File: config.mk
export PLATFORM = sky130hd
export DESIGN_NAME = fpu_div_ctrl
export DESIGN_NICKNAME = d
export VERILOG_FILES = /design/src/rtl/fpu_div_ctrl.sv
export SDC_FILE = /design/constraint.sdc
export NUM_CORES = 1
export LEC_CHECK = 0
export ABC_AREA = 1
export CAP_MARGIN = 25
export CORE_MARGIN = 3
export CORE_UTILIZATION = 40
export CTS_CLUSTER_SIZE = 8
export DETAILED_ROUTE_END_ITERATION = 12
export GPL_TIMING_DRIVEN = 0
export PLACE_DENSITY = 0.75
export SYNTH_ARGS = -nofsm -noshare
export SYNTH_HDL_FRONTEND = slang
export SYNTH_SLANG_ARGS = --single-unit
File: constraint.sdc
create_clock -name clk -period 1.7 [get_ports clk]
set_input_delay 0.255 -clock clk [delete_from_list [all_inputs] [get_ports clk]]
set_output_delay 0.255 -clock clk [all_outputs]
set_load 0.05 [all_outputs]
File: src/rtl/fpu_div_ctrl.sv
// fpu_div_ctrl: sequencing controller around an external sequential
// single-precision divider. Special operands are resolved locally in one
// cycle; everything else is launched to the divider and guarded by a
// timeout so a hung divider cannot wedge the request channel.
//
//   state  | meaning
//   -------+-----------------------------------------------------------
//   IDLE   | ready for a request; operands captured on handshake
//   CHECK  | classify operands; special cases answered directly
//   LAUNCH | one-cycle div_start pulse, timeout counter cleared
//   WAIT   | waiting for div_done, counting toward TIMEOUT
//   RESP   | response presented until the consumer accepts it
module fpu_div_ctrl #(
  parameter int TIMEOUT = 64
) (
  input  logic        clk,
  input  logic        rst_n,
  input  logic        req_valid,
  output logic        req_ready,
  input  logic [31:0] req_a,
  input  logic [31:0] req_b,
  output logic        div_start,
  output logic [31:0] div_a,
  output logic [31:0] div_b,
  input  logic [31:0] div_result,
  input  logic        div_done,
  output logic        rsp_valid,
  input  logic        rsp_ready,
  output logic [31:0] rsp_result,
  output logic [4:0]  rsp_flags,
  output logic        busy
);

  localparam int          CNT_W = 16;
  localparam logic [31:0] QNAN  = 32'h7FC0_0000;

  typedef enum logic [2:0] {
    S_IDLE, S_CHECK, S_LAUNCH, S_WAIT, S_RESP
  } state_t;

  state_t             state_q, state_d;
  logic [31:0]        div_a_q, div_a_d;
  logic [31:0]        div_b_q, div_b_d;
  logic [31:0]        rsp_result_q, rsp_result_d;
  logic [4:0]         rsp_flags_q, rsp_flags_d;
  logic [CNT_W-1:0]   cnt_q, cnt_d;

  logic        a_exp_max, b_exp_max;
  logic        a_nan, b_nan, a_inf, b_inf, a_zero, b_zero;
  logic        special, sign;
  logic [CNT_W-1:0] cnt_inc;
  logic        timeout_hit;

  // Operand classification works on the captured operands, which stay
  // stable from CHECK onward.
  always_comb begin
    a_exp_max   = &div_a_q[30:23];
    b_exp_max   = &div_b_q[30:23];
    a_nan       = a_exp_max & (|div_a_q[22:0]);
    b_nan       = b_exp_max & (|div_b_q[22:0]);
    a_inf       = a_exp_max & ~(|div_a_q[22:0]);
    b_inf       = b_exp_max & ~(|div_b_q[22:0]);
    a_zero      = ~(|div_a_q[30:0]);
    b_zero      = ~(|div_b_q[30:0]);
    special     = a_nan | b_nan | a_inf | b_inf | a_zero | b_zero;
    sign        = div_a_q[31] ^ div_b_q[31];
    cnt_inc     = cnt_q + 1'b1;
    timeout_hit = (cnt_inc == CNT_W'(TIMEOUT));
  end

  // State register.
  always_ff @(posedge clk or negedge rst_n) begin
    if (!rst_n) state_q <= S_IDLE;
    else        state_q <= state_d;
  end

  // Next-state logic; div_done is only honoured in WAIT and wins over timeout.
  always_comb begin
    state_d = state_q;
    case (state_q)
      S_IDLE:   if (req_valid) state_d = S_CHECK;
      S_CHECK:  state_d = special ? S_RESP : S_LAUNCH;
      S_LAUNCH: state_d = S_WAIT;
      S_WAIT:   if (div_done || timeout_hit) state_d = S_RESP;
      S_RESP:   if (rsp_ready) state_d = S_IDLE;
      default:  state_d = S_IDLE;
    endcase
  end

  // Moore outputs decoded from the current state.
  always_comb begin
    req_ready = (state_q == S_IDLE);
    div_start = (state_q == S_LAUNCH);
    rsp_valid = (state_q == S_RESP);
    busy      = (state_q != S_IDLE);
  end

  // Datapath next values: operand capture, special-case answers, completion.
  always_comb begin
    div_a_d      = div_a_q;
    div_b_d      = div_b_q;
    rsp_result_d = rsp_result_q;
    rsp_flags_d  = rsp_flags_q;
    cnt_d        = cnt_q;
    case (state_q)
      S_IDLE: begin
        if (req_valid) begin
          div_a_d = req_a;
          div_b_d = req_b;
        end
      end
      S_CHECK: begin
        rsp_flags_d = 5'b0_0000;
        if (a_nan || b_nan || (a_zero && b_zero) || (a_inf && b_inf)) begin
          rsp_result_d = QNAN;
          rsp_flags_d  = 5'b1_0000;
        end else if (a_inf) begin
          rsp_result_d = {sign, 8'hFF, 23'd0};
        end else if (b_zero) begin
          rsp_result_d = {sign, 8'hFF, 23'd0};
          rsp_flags_d  = 5'b0_1000;
        end else if (b_inf || a_zero) begin
          rsp_result_d = {sign, 31'd0};
        end
      end
      S_LAUNCH: cnt_d = '0;
      S_WAIT: begin
        cnt_d = cnt_inc;
        if (div_done) begin
          rsp_result_d = div_result;
          rsp_flags_d  = {2'b00, (&div_result[30:23]), ~(|div_result[30:23]), 1'b0};
        end else if (timeout_hit) begin
          rsp_result_d = QNAN;
          rsp_flags_d  = 5'b0_0001;
        end
      end
      default: ;
    endcase
  end

  // Datapath registers.
  always_ff @(posedge clk or negedge rst_n) begin
    if (!rst_n) begin
      div_a_q      <= '0;
      div_b_q      <= '0;
      rsp_result_q <= '0;
      rsp_flags_q  <= '0;
      cnt_q        <= '0;
    end else begin
      div_a_q      <= div_a_d;
      div_b_q      <= div_b_d;
      rsp_result_q <= rsp_result_d;
      rsp_flags_q  <= rsp_flags_d;
      cnt_q        <= cnt_d;
    end
  end

  assign div_a      = div_a_q;
  assign div_b      = div_b_q;
  assign rsp_result = rsp_result_q;
  assign rsp_flags  = rsp_flags_q;

endmodule

==> results of run 1 <==
-- what timing repair did --
| item | CTS | global route |
|---|---|---|
| pin swaps | 12 | 14 |
| resized for setup | 160 | 42 |
| setup endpoints to repair | 201 | 56 |
| setup buffers | 18 | 8 |
| hold buffers | 1 | 0 |
| gates cloned | 1 | 0 |
| hold endpoints to repair | 50 | 0 |
-- cells by family (layout without fill, tap and decap cells) --
logic type	after synthesis	in the layout	share of synthesized area
xor+xnor	2	2	0.003167
mux	46	46	0.09362
fa+ha+maj	1	1	0.002261
compound gates	50	50	0.04772
flops	120	120	0.5427
simple gates	341	341	0.2544
buf+inv	73	339	0.05608
-- critical path: cells and delay by family (launching register included) --
kind	cells	cell delay (ns)
AND/OR/NAND/NOR	12	1.23
buffers and inverters	2	0.28
flip-flops	1	0.42
-- registers in the layout, indices dropped and copies added, names as in the netlist --
register and count:
rsp_result 32, cnt_q 16, div_a 32, rsp_flags 5, state_q 3, div_b 32
-- stage by stage --
| step | hold slack, ns | setup TNS, ns | setup slack (ns) | instances |
|---|---|---|---|---|
| floorplan | -0.04059 | -2.538 | -0.08520 | 633 |
| global placement | 0.4527 | -563.89 | -4.847 | 1014 |
| detailed placement | 0.2296 | -20.84 | -0.4364 | 1015 |
| CTS | 0.3464 | -10.45 | -0.2733 | 1067 |
| global route | 0.3759 | -19.18 | -0.4882 | 1075 |
| finish | 0.3383 | -13.59 | -0.3536 | 1075 |
-- layout make-up --
class / count / share of cell area
tap: 176 / 0.02475
multi-input combinational: 440 / 0.2739
timing repair buffer: 234 / 0.2447
buffer: 19 / 0.01448
inverter: 54 / 0.02278
sequential: 120 / 0.3443
clock inverter: 13 / 0.02531
clock buffer: 19 / 0.04978
-- how the worst max path moves through the flow --
stage / startpoint / to / slack (ns) / depth (start not counted)
after floorplan: cnt_q[0] / rsp_result[0] / -0.09 / 13
after global placement: rst_n / div_a[13] / -4.85 / 1
after detailed placement: state_q[1] / rsp_flags[2] / -0.44 / 10
after CTS: cnt_q[1] / rsp_result[7] / -0.27 / 13
after global routing: cnt_q[1] / rsp_result[19] / -0.49 / 14
final: cnt_q[1] / rsp_result[11] / -0.35 / 14
-- power by group through the flow --
stage	Clock [W]	Sequential, W	Combinational (W)
3_3_place_gp	0	0.00477	0.00863
4_1_cts	0.00413	0.00475	0.00829
2_1_floorplan	0	0.00798	0.00239
5_1_grt	0.00427	0.00491	0.00889
6_report	0.00410	0.00477	0.00840
3_5_place_dp	0	0.00479	0.00869
-- routing by layer --
metal / up-vias / part of all wire / global-route usage / wire, µm
li1: 2545 / - / - / -
met1: 2501 / 0.38 / 0.2547 / 6466
met2: 212 / 0.50 / 0.3613 / 8423
met3: 25 / 0.10 / 0.09991 / 1750
met4: 0 / 0.016 / 0.06920 / 274
met5: - / 0 / 0 / 0
-- cells in the final DEF, fill, tap and decap left out, drive strengths merged, types with 12 or more instances in the layout --
master,synthesis,routed
buf,15,47
nand3,40,40
a21oi,18,18
dfrtp,120,120
nor2,86,86
o21ai,24,24
mux2,46,46
dlygate4sd2,0,100
nand2,195,195
clkdlybuf4s50,0,99
inv,54,55
nand4,12,12
clkbuf,4,24
==> impl_summary.log, run 1 <==
[metrics] switching fraction of total power: 0.4583
[metrics] endpoints failing hold: 0
[metrics] net switching power: 0.007913 W
[metrics] sort of element at the end of the critical path: flop
[metrics] Layout Nets: 988
[metrics] count of flip-flops with a built-in enable after synthesis: 0
[metrics] clock share of power: 0.237
[metrics] worst min-delay path category: in -> async
[metrics] top cell type by total area after synthesis: sky130_fd_sc_hd__dfrtp_1
[metrics] pin slew with the least headroom to its limit: 0.5596 ns
[metrics] highest attainable clock frequency: 486.9 MHz
[metrics] dominant cell by count in the synthesized netlist: sky130_fd_sc_hd__nand2_1
[metrics] Slowest-stage cell, CP: sky130_fd_sc_hd__dfrtp_1
[metrics] power share of the combinational group: 0.486
[metrics] number of buffers added on ports: 205
[metrics] DP Area: 7916 µm²
[metrics] Net Count, Synth: 735
[metrics] Crit path required time: 2.01 ns
[metrics] fraction of layout instances using a drive strength above 1: 0.2570
[metrics] die area: 15280 µm²
[metrics] status: finished with violations
[metrics] top cells by count, synth: sky130_fd_sc_hd__nand2_1 (192), sky130_fd_sc_hd__dfrtp_1 (120), sky130_fd_sc_hd__nor2_1 (81)
[metrics] worst r2r src: cnt_q[1]
[metrics] first-pass GRT wire length: 25760 µm
[metrics] last weighted congestion value of the routability-driven placer: 0.8539
[metrics] Post-Syn Area: 5533 µm²
[metrics] power density normalized to cell area: 1941 nW/µm²
[metrics] share of synthesized area occupied by flip-flops and latches: 0.5427
[metrics] Area growth syn-to-layout: 60.81%
[metrics] ys flop type: sky130_fd_sc_hd__dfrtp_1
[metrics] MaxCap Viol Count: 0
[metrics] CP cell instances: nand2_2 -> nor2_4 -> buf_4 -> nand2_1 -> nand2_1 -> nor2_1 -> nand3_1 -> nor2_1 -> nand3_1 -> nand2_4 -> nand2_8 -> buf_6 -> nand2_1 -> nand2_1
[metrics] static leakage power: 4.355 nW
[metrics] CTS tree: done
[metrics] fin util: 0.6640
[metrics] Post-Syn Area per Cell: 8.741 µm²
[metrics] share of async-settable or async-resettable flops after synthesis: 1.000
[metrics] Die X-Extent: 123.6 µm
[metrics] Residual DRC: 0
[metrics] worst relative slew slack: 0.6269
[metrics] Max H-tree Level: 4
[metrics] total congestion overflow after global routing: 0
[metrics] setup repair after global routing missed its margin: true
[metrics] DRC marker count from the first detailed-route iteration: 409
[metrics] maximum resistive drop on vdd: 1.748 mV
[metrics] failing checks: setup timing
[metrics] FF+latch area: 3063 µm²
[metrics] FF-to-FF setup slack: -0.35 ns
[metrics] distinct cell type count after synthesis: 28
[metrics] Avg Vias per Cell: 4.914
[metrics] number of antenna violations at the first check in global routing: 0
[metrics] shortest period the worst path allows: 2.054 ns
[metrics] total of fill cells in the finished design: 1078
[metrics] clock tree sinks: 120
[metrics] Crit path arrival time: 2.36 ns
[metrics] P_int: 0.009354 W
[metrics] number of routed nets with antenna violations: 0
[metrics] I/O pin count: 206
[metrics] sum of internal, switching and leakage power: 0.01727 W
[metrics] total global routing track utilization: 0.2190
[metrics] Worst R2R Path Depth: 14
[metrics] setup slack after layout: -0.3536 ns
[metrics] Multi-input gate area: 2437 µm²
[metrics] DR WL/cell: 15.73 µm
[metrics] r2r endpoint: rsp_result[11]
[metrics] Ant. Diodes: 0
[metrics] via count of the first global-routing pass: 5214
[metrics] number of endpoints failing setup at the final stage: 42
[metrics] maximum root-to-sink buffer count: 2
[metrics] WL final: 16910 µm
[metrics] pin count of the biggest net entering global routing: 71
[metrics] clock buffer count from CTS: 17
[metrics] effective utilization at floorplan: 0.4129
[metrics] synthesis warning total: 0
[metrics] worst clock skew: 0.005923 ns
[metrics] portion of synthesized cell area occupied by the leading cell type: 0.5427
[metrics] Detailed Place HPWL: 11850 µm
[metrics] Synth Register Bits: 120
[metrics] core region area: 13400 µm²
[metrics] crit-path most repeated cell: sky130_fd_sc_hd__nand2_1
[metrics] number of vias in the routed layout: 5283
[metrics] sequential share of power: 0.276
[metrics] WS Path Type: reg -> reg
[metrics] Layout Cell Area excl Fill: 8897 µm²
[metrics] part of the cycle the worst path needs: 1.208
[metrics] clock root buffer: sky130_fd_sc_hd__clkbuf_16
[metrics] worst-skew pair later-pin latency: 0.42 ns
[metrics] max-slew violation total from the final report: 0
[metrics] Synth Instances: 633
[metrics] number of search-and-repair iterations in the first detailed-routing pass: 4
[metrics] biggest area contributors in the synthesized netlist: sky130_fd_sc_hd__dfrtp_1 (54%), sky130_fd_sc_hd__nand2_1 (13%), sky130_fd_sc_hd__mux2_2 (9.4%)
[metrics] Placement Rows: 42
[metrics] die span in y: 123.6 µm
[metrics] CP startpoint kind: flop
[metrics] post-CTS clock slew at the launch and capture registers of the worst setup and hold paths: 0.06 ns
[metrics] largest stage delay on the critical path: 0.42 ns
[metrics] top fanout value on the critical path: 10
Power figures use the tool's default switching activity.
==> run 2: changes to the inputs <==
CELL_PAD_IN_SITES_DETAIL_PLACEMENT = 0   (was unset)
CELL_PAD_IN_SITES_GLOBAL_PLACEMENT = 1   (was unset)
CORE_UTILIZATION = 29   (was 40)
SLEW_MARGIN = 20   (was unset)
==> impl_summary.log, run 2 (synthesis results as in run 1) <==
[metrics] sequential share of power: 0.281 (+0.005)
[metrics] DRC marker count from the first detailed-route iteration: 213 (-48%)
[metrics] failing checks: setup timing
[metrics] crit-path most repeated cell: sky130_fd_sc_hd__nand2_1
[metrics] CP startpoint kind: flop
[metrics] sum of negative setup slack: -9.662 ns (+3.931 ns)
[metrics] most frequent standard cell in the layout excluding fill and tap cells: sky130_fd_sc_hd__nand2_1
[metrics] first-pass GRT wire length: 26330 µm (+2.2%)
[metrics] fin util: 0.4770 (-0.1870)
[metrics] total congestion overflow after global routing: 0 (unchanged)
[metrics] max-slew violation total from the final report: 0 (unchanged)
[metrics] core region area: 18330 µm² (+37%)
[metrics] number of vias in the routed layout: 4947 (-6.4%)
[metrics] clock share of power: 0.222 (-0.015)
[metrics] endpoints failing hold: 0 (unchanged)
[metrics] effective utilization at floorplan: 0.3018 (-0.1111)
[metrics] Avg Vias per Cell: 4.465 (-9.1%)
[metrics] worst min-delay path category: in -> async
[metrics] top fanout value on the critical path: 10 (unchanged)
[metrics] maximum root-to-sink buffer count: 2 (unchanged)
[metrics] number of endpoints failing setup at the final stage: 40 (-4.8%)
[metrics] Area growth syn-to-layout: 58.03%
[metrics] number of routed nets with antenna violations: 0 (unchanged)
[metrics] P_int: 0.008907 W (-4.8%)
[metrics] post-CTS clock slew at the launch and capture registers of the worst setup and hold paths: 0.06 ns (about the same)
[metrics] number of search-and-repair iterations in the first detailed-routing pass: 5 (+1)
[metrics] CTS tree: done
[metrics] number of antenna violations at the first check in global routing: 0 (unchanged)
[metrics] maximum resistive drop on vdd: 1.040 mV (-41%)
[metrics] pin count of the biggest net entering global routing: 85 (+20%)
[metrics] shortest period the worst path allows: 1.970 ns (-0.08362 ns)
[metrics] setup repair after global routing missed its margin: true
[metrics] Max H-tree Level: 4 (unchanged)
[metrics] setup slack after layout: -0.2700 ns (+0.08362 ns)
[metrics] status: finished with violations
[metrics] Slowest-stage cell, CP: sky130_fd_sc_hd__dfrtp_1
[metrics] part of the cycle the worst path needs: 1.159 (-0.04919)
[metrics] last weighted congestion value of the routability-driven placer: 0.7965 (-6.7%)
[metrics] worst clock skew: 0.008492 ns (+0.002569 ns)
[metrics] family with the most delay on the worst path: simple AND/OR/NAND/NOR gates
[metrics] power share of the combinational group: 0.497 (+0.011)
[metrics] worst-skew pair later-pin latency: 0.41 ns (about the same)
[metrics] switching fraction of total power: 0.4708 (+0.01257)
[metrics] DR WL/cell: 14.97 µm (-4.9%)
[metrics] net switching power: 0.007925 W (+0.16%)
[metrics] clock root buffer: sky130_fd_sc_hd__clkbuf_16
[metrics] Detailed Place HPWL: 12520 µm (+5.7%)
[metrics] die span in y: 144.1 µm (+17%)
[metrics] DP Area: 7986 µm² (+0.89%)
[metrics] Placement Rows: 49 (+17%)
[metrics] FF-to-FF setup slack: -0.27 ns (+0.08 ns)
[metrics] commonest non-fill, non-tap cells in the layout: sky130_fd_sc_hd__nand2_1 (170), sky130_fd_sc_hd__dlygate4sd2_1 (101), sky130_fd_sc_hd__clkdlybuf4s50_1 (99)
[metrics] highest attainable clock frequency: 507.6 MHz (+4.2%)
[metrics] buffering stage count on the worst path with inverters included: 1 (-1)
[metrics] total global routing track utilization: 0.1642 (-0.05478)
[metrics] CP cell instances: ha_4 -> nand2_4 -> nor2_4 -> nand4_1 -> nand2_1 -> nand3_1 -> nor2_1 -> nand3_2 -> nand2_4 -> nand2_8 -> buf_8 -> nand2_1 -> nand2_1
[metrics] power density normalized to cell area: 1925 nW/µm² (-0.80%)
[metrics] I/O pin count: 206 (unchanged)
[metrics] via count of the first global-routing pass: 5004 (-4.0%)
[metrics] Residual DRC: 0 (unchanged)
[metrics] WL final: 16590 µm (-1.9%)
[metrics] Layout Cell Area excl Fill: 8743 µm² (-1.7%)
[metrics] clock tree sinks: 120 (unchanged)
[metrics] MaxCap Viol Count: 0 (unchanged)
[metrics] Crit path arrival time: 2.28 ns (-0.08 ns)
[metrics] static leakage power: 4.241 nW (-2.6%)
[metrics] die area: 20770 µm² (+36%)
[metrics] number of buffers added on ports: 205 (unchanged)
[metrics] WS Path Type: reg -> reg
[metrics] worst relative slew slack: 0.6425 (+0.01554)
[metrics] clock buffer count from CTS: 17 (unchanged)
[metrics] sort of element at the end of the critical path: flop
[metrics] pin slew with the least headroom to its limit: 0.5384 ns (-0.02117 ns)
[metrics] fraction of layout instances using a drive strength above 1: 0.2332 (-0.02373)
[metrics] Crit path required time: 2.01 ns (about the same)
[metrics] Ant. Diodes: 0 (unchanged)
[metrics] largest stage delay on the critical path: 0.42 ns (about the same)
[metrics] Layout Nets: 968 (-2.0%)
[metrics] Die X-Extent: 144.1 µm (+17%)
==> run 2: changes by cell type in the layout (fill, tap and decap cells not counted), moves of 3 or more <==
cell	change
sky130_fd_sc_hd__clkinv_4	+4
sky130_fd_sc_hd__bufinv_16	-3
sky130_fd_sc_hd__buf_2	-4
sky130_fd_sc_hd__buf_4	-17
==> run 2: final cells by class <==
cell class	instances	area, µm²
clock buffer	18	439.2
multi-input combinational	440	2401
timing repair buffer	215	2031
tap	229	286.5
clock inverter	14	173.9
buffer	18	147.6
sequential	120	3062
inverter	54	202.7
fill	1789	9588
==> run 2: path summary, 6_finish.rpt <==
kind	startpoint	to	cells after the start
min in group clk	div_result[2]	rsp_result[2]	3
worst min-delay path	rst_n	div_a[17]	2
worst max register to register	cnt_q[1]	rsp_result[3]	13
worst min register to register	rsp_result[31]	rsp_result[31]	2
max in group asynchronous	rst_n	div_a[11]	3
worst max-delay path	cnt_q[1]	rsp_result[3]	13
==> run 2: metrics by stage <==
step           hold WS, ns  instances  total power (W)  setup slack [ns]
6_report            0.2966       1108          0.01683           -0.2700
3_5_place_dp        0.1504       1068          0.01354           -0.5115
5_1_grt             0.3213       1108          0.01779           -0.4100
2_1_floorplan     -0.04059        633          0.01037          -0.08520
4_1_cts             0.2904       1107          0.01695           -0.2984
3_3_place_gp        0.4532       1067          0.01351            -5.207
==> run 2: worst register-to-register path, cell delays in order, from the launching register on <==
cell and delay (ns):
sky130_fd_sc_hd__dfrtp_1 0.42, sky130_fd_sc_hd__ha_4 0.18, sky130_fd_sc_hd__nand2_4 0.06, sky130_fd_sc_hd__nor2_4 0.18, sky130_fd_sc_hd__nand4_1 0.13, sky130_fd_sc_hd__nand2_1 0.12
sky130_fd_sc_hd__nand3_1 0.08, sky130_fd_sc_hd__nor2_1 0.14, sky130_fd_sc_hd__nand3_2 0.10, sky130_fd_sc_hd__nand2_4 0.12, sky130_fd_sc_hd__nand2_8 0.09, sky130_fd_sc_hd__buf_8 0.15
sky130_fd_sc_hd__nand2_1 0.06, sky130_fd_sc_hd__nand2_1 0.05
==> run 2: power by group through the flow <==
| stage | sequential, W | combinational [W] | clock, W |
|---|---|---|---|
| final | 0.00473 | 0.00837 | 0.00373 |
| after CTS | 0.00472 | 0.00839 | 0.00383 |
| after detailed placement | 0.00478 | 0.00875 | 0 |
| after floorplan | 0.00798 | 0.00239 | 0 |
| after global routing | 0.00490 | 0.00893 | 0.00396 |
| after global placement | 0.00477 | 0.00874 | 0 |
==> run 2: per-layer routing <==
layer | wire (µm) | vias to the layer above | global-route usage
li1 | - | 2518 | -
met1 | 7380 | 2288 | 0.2101
met2 | 7810 | 129 | 0.2599
met3 | 1241 | 12 | 0.06481
met4 | 155 | 0 | 0.04460
met5 | 0 | - | 0
==> run 2: repair_timing <==
item,CTS,global route
endpoints found under the setup margin,191,102
gates cloned,1,0
resized for setup,169,29
pin swaps,7,9
hold buffers,1,0
hold endpoints to repair,36,0
buffers inserted,5,2
==> run 3: changes to the inputs <==
CORE_MARGIN = unset   (was 3)
==> impl_summary.log, run 3 (synthesis results as in run 1) <==
[metrics] status: finished with violations
[metrics] failing checks: setup timing
[metrics] pin slew with the least headroom to its limit: 0.5455 ns (+0.007101 ns)
[metrics] pin count of the biggest net entering global routing: 69 (-19%)
[metrics] Placement Rows: 50 (+2.0%)
[metrics] sort of element at the end of the critical path: flop
[metrics] Residual DRC: 0 (unchanged)
[metrics] commonest non-fill, non-tap cells in the layout: sky130_fd_sc_hd__nand2_1 (160), sky130_fd_sc_hd__dlygate4sd2_1 (101), sky130_fd_sc_hd__clkdlybuf4s50_1 (99)
[metrics] MaxCap Viol Count: 0 (unchanged)
[metrics] worst relative slew slack: 0.6378 (-0.004715)
[metrics] total congestion overflow after global routing: 0 (unchanged)
[metrics] endpoints failing hold: 0 (unchanged)
[metrics] Die X-Extent: 140.1 µm (-2.8%)
[metrics] max-slew violation total from the final report: 0 (unchanged)
[metrics] number of buffers added on ports: 205 (unchanged)
[metrics] via count of the first global-routing pass: 5204 (+4.0%)
[metrics] number of vias in the routed layout: 5096 (+3.0%)
[metrics] shortest period the worst path allows: 1.989 ns (+0.01940 ns)
[metrics] Worst R2R Path Depth: 13 (unchanged)
[metrics] worst clock skew: 0.01370 ns (+0.005206 ns)
[metrics] static leakage power: 4.330 nW (+2.1%)
[metrics] die span in y: 140.1 µm (-2.8%)
[metrics] power density normalized to cell area: 1924 nW/µm² (about the same)
[metrics] I/O pin count: 206 (unchanged)
[metrics] top fanout value on the critical path: 9 (-1)
[metrics] number of endpoints failing setup at the final stage: 40 (unchanged)
[metrics] number of search-and-repair iterations in the first detailed-routing pass: 4 (-1)
[metrics] core region area: 18710 µm² (+2.0%)
[metrics] Area growth syn-to-layout: 62.53%
[metrics] clock buffer count from CTS: 17 (unchanged)
[metrics] WS Path Type: reg -> reg
[metrics] setup slack after layout: -0.2894 ns (-0.01939 ns)
[metrics] highest attainable clock frequency: 502.7 MHz (-0.97%)
[metrics] clock root buffer: sky130_fd_sc_hd__clkbuf_16
[metrics] Crit path required time: 2.00 ns (about the same)
[metrics] worst setup slack before clock tree synthesis: -0.4740 ns (+0.03750 ns)
[metrics] WL final: 16700 µm (+0.67%)
[metrics] final-layout worst hold slack: 0.3340 ns (+0.03740 ns)
[metrics] setup repair after global routing missed its margin: true
[metrics] clock share of power: 0.222 (about the same)
[metrics] first-pass GRT wire length: 27070 µm (+2.8%)
[metrics] Layout Nets: 976 (+0.83%)
[metrics] number of antenna violations at the first check in global routing: 0 (unchanged)
[metrics] sum of negative setup slack: -9.907 ns (-0.2455 ns)
[metrics] maximum resistive drop on vdd: 1.186 mV (+14%)
[metrics] Detailed Place HPWL: 12020 µm (-4.0%)
[metrics] worst min-delay path category: in -> async
[metrics] part of the cycle the worst path needs: 1.170 (+0.01141)
[metrics] DRC marker count from the first detailed-route iteration: 228 (+7.0%)
[metrics] total global routing track utilization: 0.1766 (+0.01239)
[metrics] FF-to-FF setup slack: -0.29 ns (-0.02 ns)
[metrics] number of routed nets with antenna violations: 0 (unchanged)
[metrics] die area: 19640 µm² (-5.5%)
[metrics] DR WL/cell: 14.90 µm (-0.50%)
[metrics] fraction of layout instances using a drive strength above 1: 0.2559 (+0.02270)
[metrics] net switching power: 0.008006 W (+1.0%)
[metrics] switching fraction of total power: 0.4628 (-0.008012)
[metrics] fin util: 0.4807 (+0.003772)
[metrics] Crit path arrival time: 2.29 ns (about the same)
[metrics] CTS tree: done
[metrics] post-CTS clock slew at the launch and capture registers of the worst setup and hold paths: 0.06 ns (about the same)
[metrics] last weighted congestion value of the routability-driven placer: 0.7589 (-4.7%)
[metrics] worst-skew pair later-pin latency: 0.42 ns (about the same)
[metrics] effective utilization at floorplan: 0.2958 (-0.006036)
[metrics] Max H-tree Level: 4 (unchanged)
[metrics] maximum root-to-sink buffer count: 2 (unchanged)
[metrics] clock tree sinks: 120 (unchanged)
[metrics] total of fill cells in the finished design: 1815 (+1.5%)
[metrics] Ant. Diodes: 0 (unchanged)
[metrics] r2r endpoint: rsp_result[15]
[metrics] sequential share of power: 0.274 (-0.007)
[metrics] power share of the combinational group: 0.504 (+0.007)
[metrics] sum of internal, switching and leakage power: 0.01730 W (+2.8%)
[metrics] most frequent standard cell in the layout excluding fill and tap cells: sky130_fd_sc_hd__nand2_1
[metrics] Avg Vias per Cell: 4.546 (+1.8%)
[metrics] CP startpoint kind: flop
[metrics] P_int: 0.009292 W (+4.3%)
[metrics] worst r2r src: cnt_q[0]
==> run 3: cell count changes in the layout (fill, tap and decap cells not counted), sizes merged <==
cell | before | now
buf | 28 | 34
inv | 56 | 55
clkinvlp | 1 | 2
clkbuf | 22 | 27
bufinv | 3 | 4
clkinv | 8 | 4
==> run 3: power by group through the flow <==
stage | combinational [W] | sequential (W) | clock, W
after detailed placement | 0.00873 | 0.00477 | 0
after global placement | 0.00869 | 0.00476 | 0
after floorplan | 0.00239 | 0.00798 | 0
after global routing | 0.00927 | 0.00490 | 0.00405
after CTS | 0.00842 | 0.00472 | 0.00393
final | 0.00872 | 0.00474 | 0.00384
==> run 3: final cells by class <==
type                            instances  area [µm²]  share of cell area
Sequential cell                       120        3060              0.3403
Multi-Input combinational cell        440        2514              0.2795
Timing Repair Buffer                  222        2153              0.2395
Clock buffer                           21       450.4             0.05009
Tap cell                              234       292.8             0.03256
Inverter                               54       202.7             0.02254
Clock inverter                         11       171.4             0.01906
Buffer                                 19       147.6             0.01642
==> run 3: per-stage QoR <==
step | area, µm² | std cells
2_1_floorplan | 5615 | 633
3_3_place_gp | 7960 | 1072
3_5_place_dp | 7993 | 1073
4_1_cts | 8706 | 1113
5_1_grt | 8992 | 1121
6_report | 8992 | 1121
==> run 3: critical path, stage by stage (launching register included) <==
cell	delay, ns
sky130_fd_sc_hd__dfrtp_1	0.40
sky130_fd_sc_hd__ha_4	0.20
sky130_fd_sc_hd__nand2_4	0.06
sky130_fd_sc_hd__nor2_4	0.17
sky130_fd_sc_hd__nand4_1	0.12
sky130_fd_sc_hd__nand2_1	0.13
sky130_fd_sc_hd__nand3_2	0.10
sky130_fd_sc_hd__nor2_4	0.11
sky130_fd_sc_hd__nand3_4	0.08
sky130_fd_sc_hd__nand2_4	0.10
sky130_fd_sc_hd__nand2_8	0.11
sky130_fd_sc_hd__clkbuf_16	0.18
sky130_fd_sc_hd__nand2_1	0.05
sky130_fd_sc_hd__nand2_1	0.05
==> run 3: routing by layer <==
layer	up-vias	track usage	part of all wire	routed length, µm
met5	-	0	0	0
met4	0	0.04974	0.015	252
met3	24	0.06769	0.077	1281
met2	153	0.2916	0.48	7943
met1	2400	0.2139	0.43	7220
li1	2519	-	-	-
==> run 3: how the worst max path moves through the flow <==
stage | startpoint | to | cells after the start
finish | cnt_q[0] | rsp_result[15] | 13
global route | cnt_q[1] | rsp_result[15] | 13
global placement | rst_n | div_a[13] | 1
detailed placement | cnt_q[0] | rsp_result[25] | 13
CTS | cnt_q[1] | rsp_flags[0] | 13
floorplan | cnt_q[0] | rsp_result[0] | 13
==> run 3: timing repair <==
| action | CTS | global route |
|---|---|---|
| endpoints found under the setup margin | 206 | 58 |
| hold buffers | 1 | 0 |
| setup buffers | 5 | 6 |
| gates cloned | 2 | 2 |
| pin swaps | 13 | 9 |
| resized for setup | 167 | 63 |
| hold endpoints to repair | 52 | 0 |
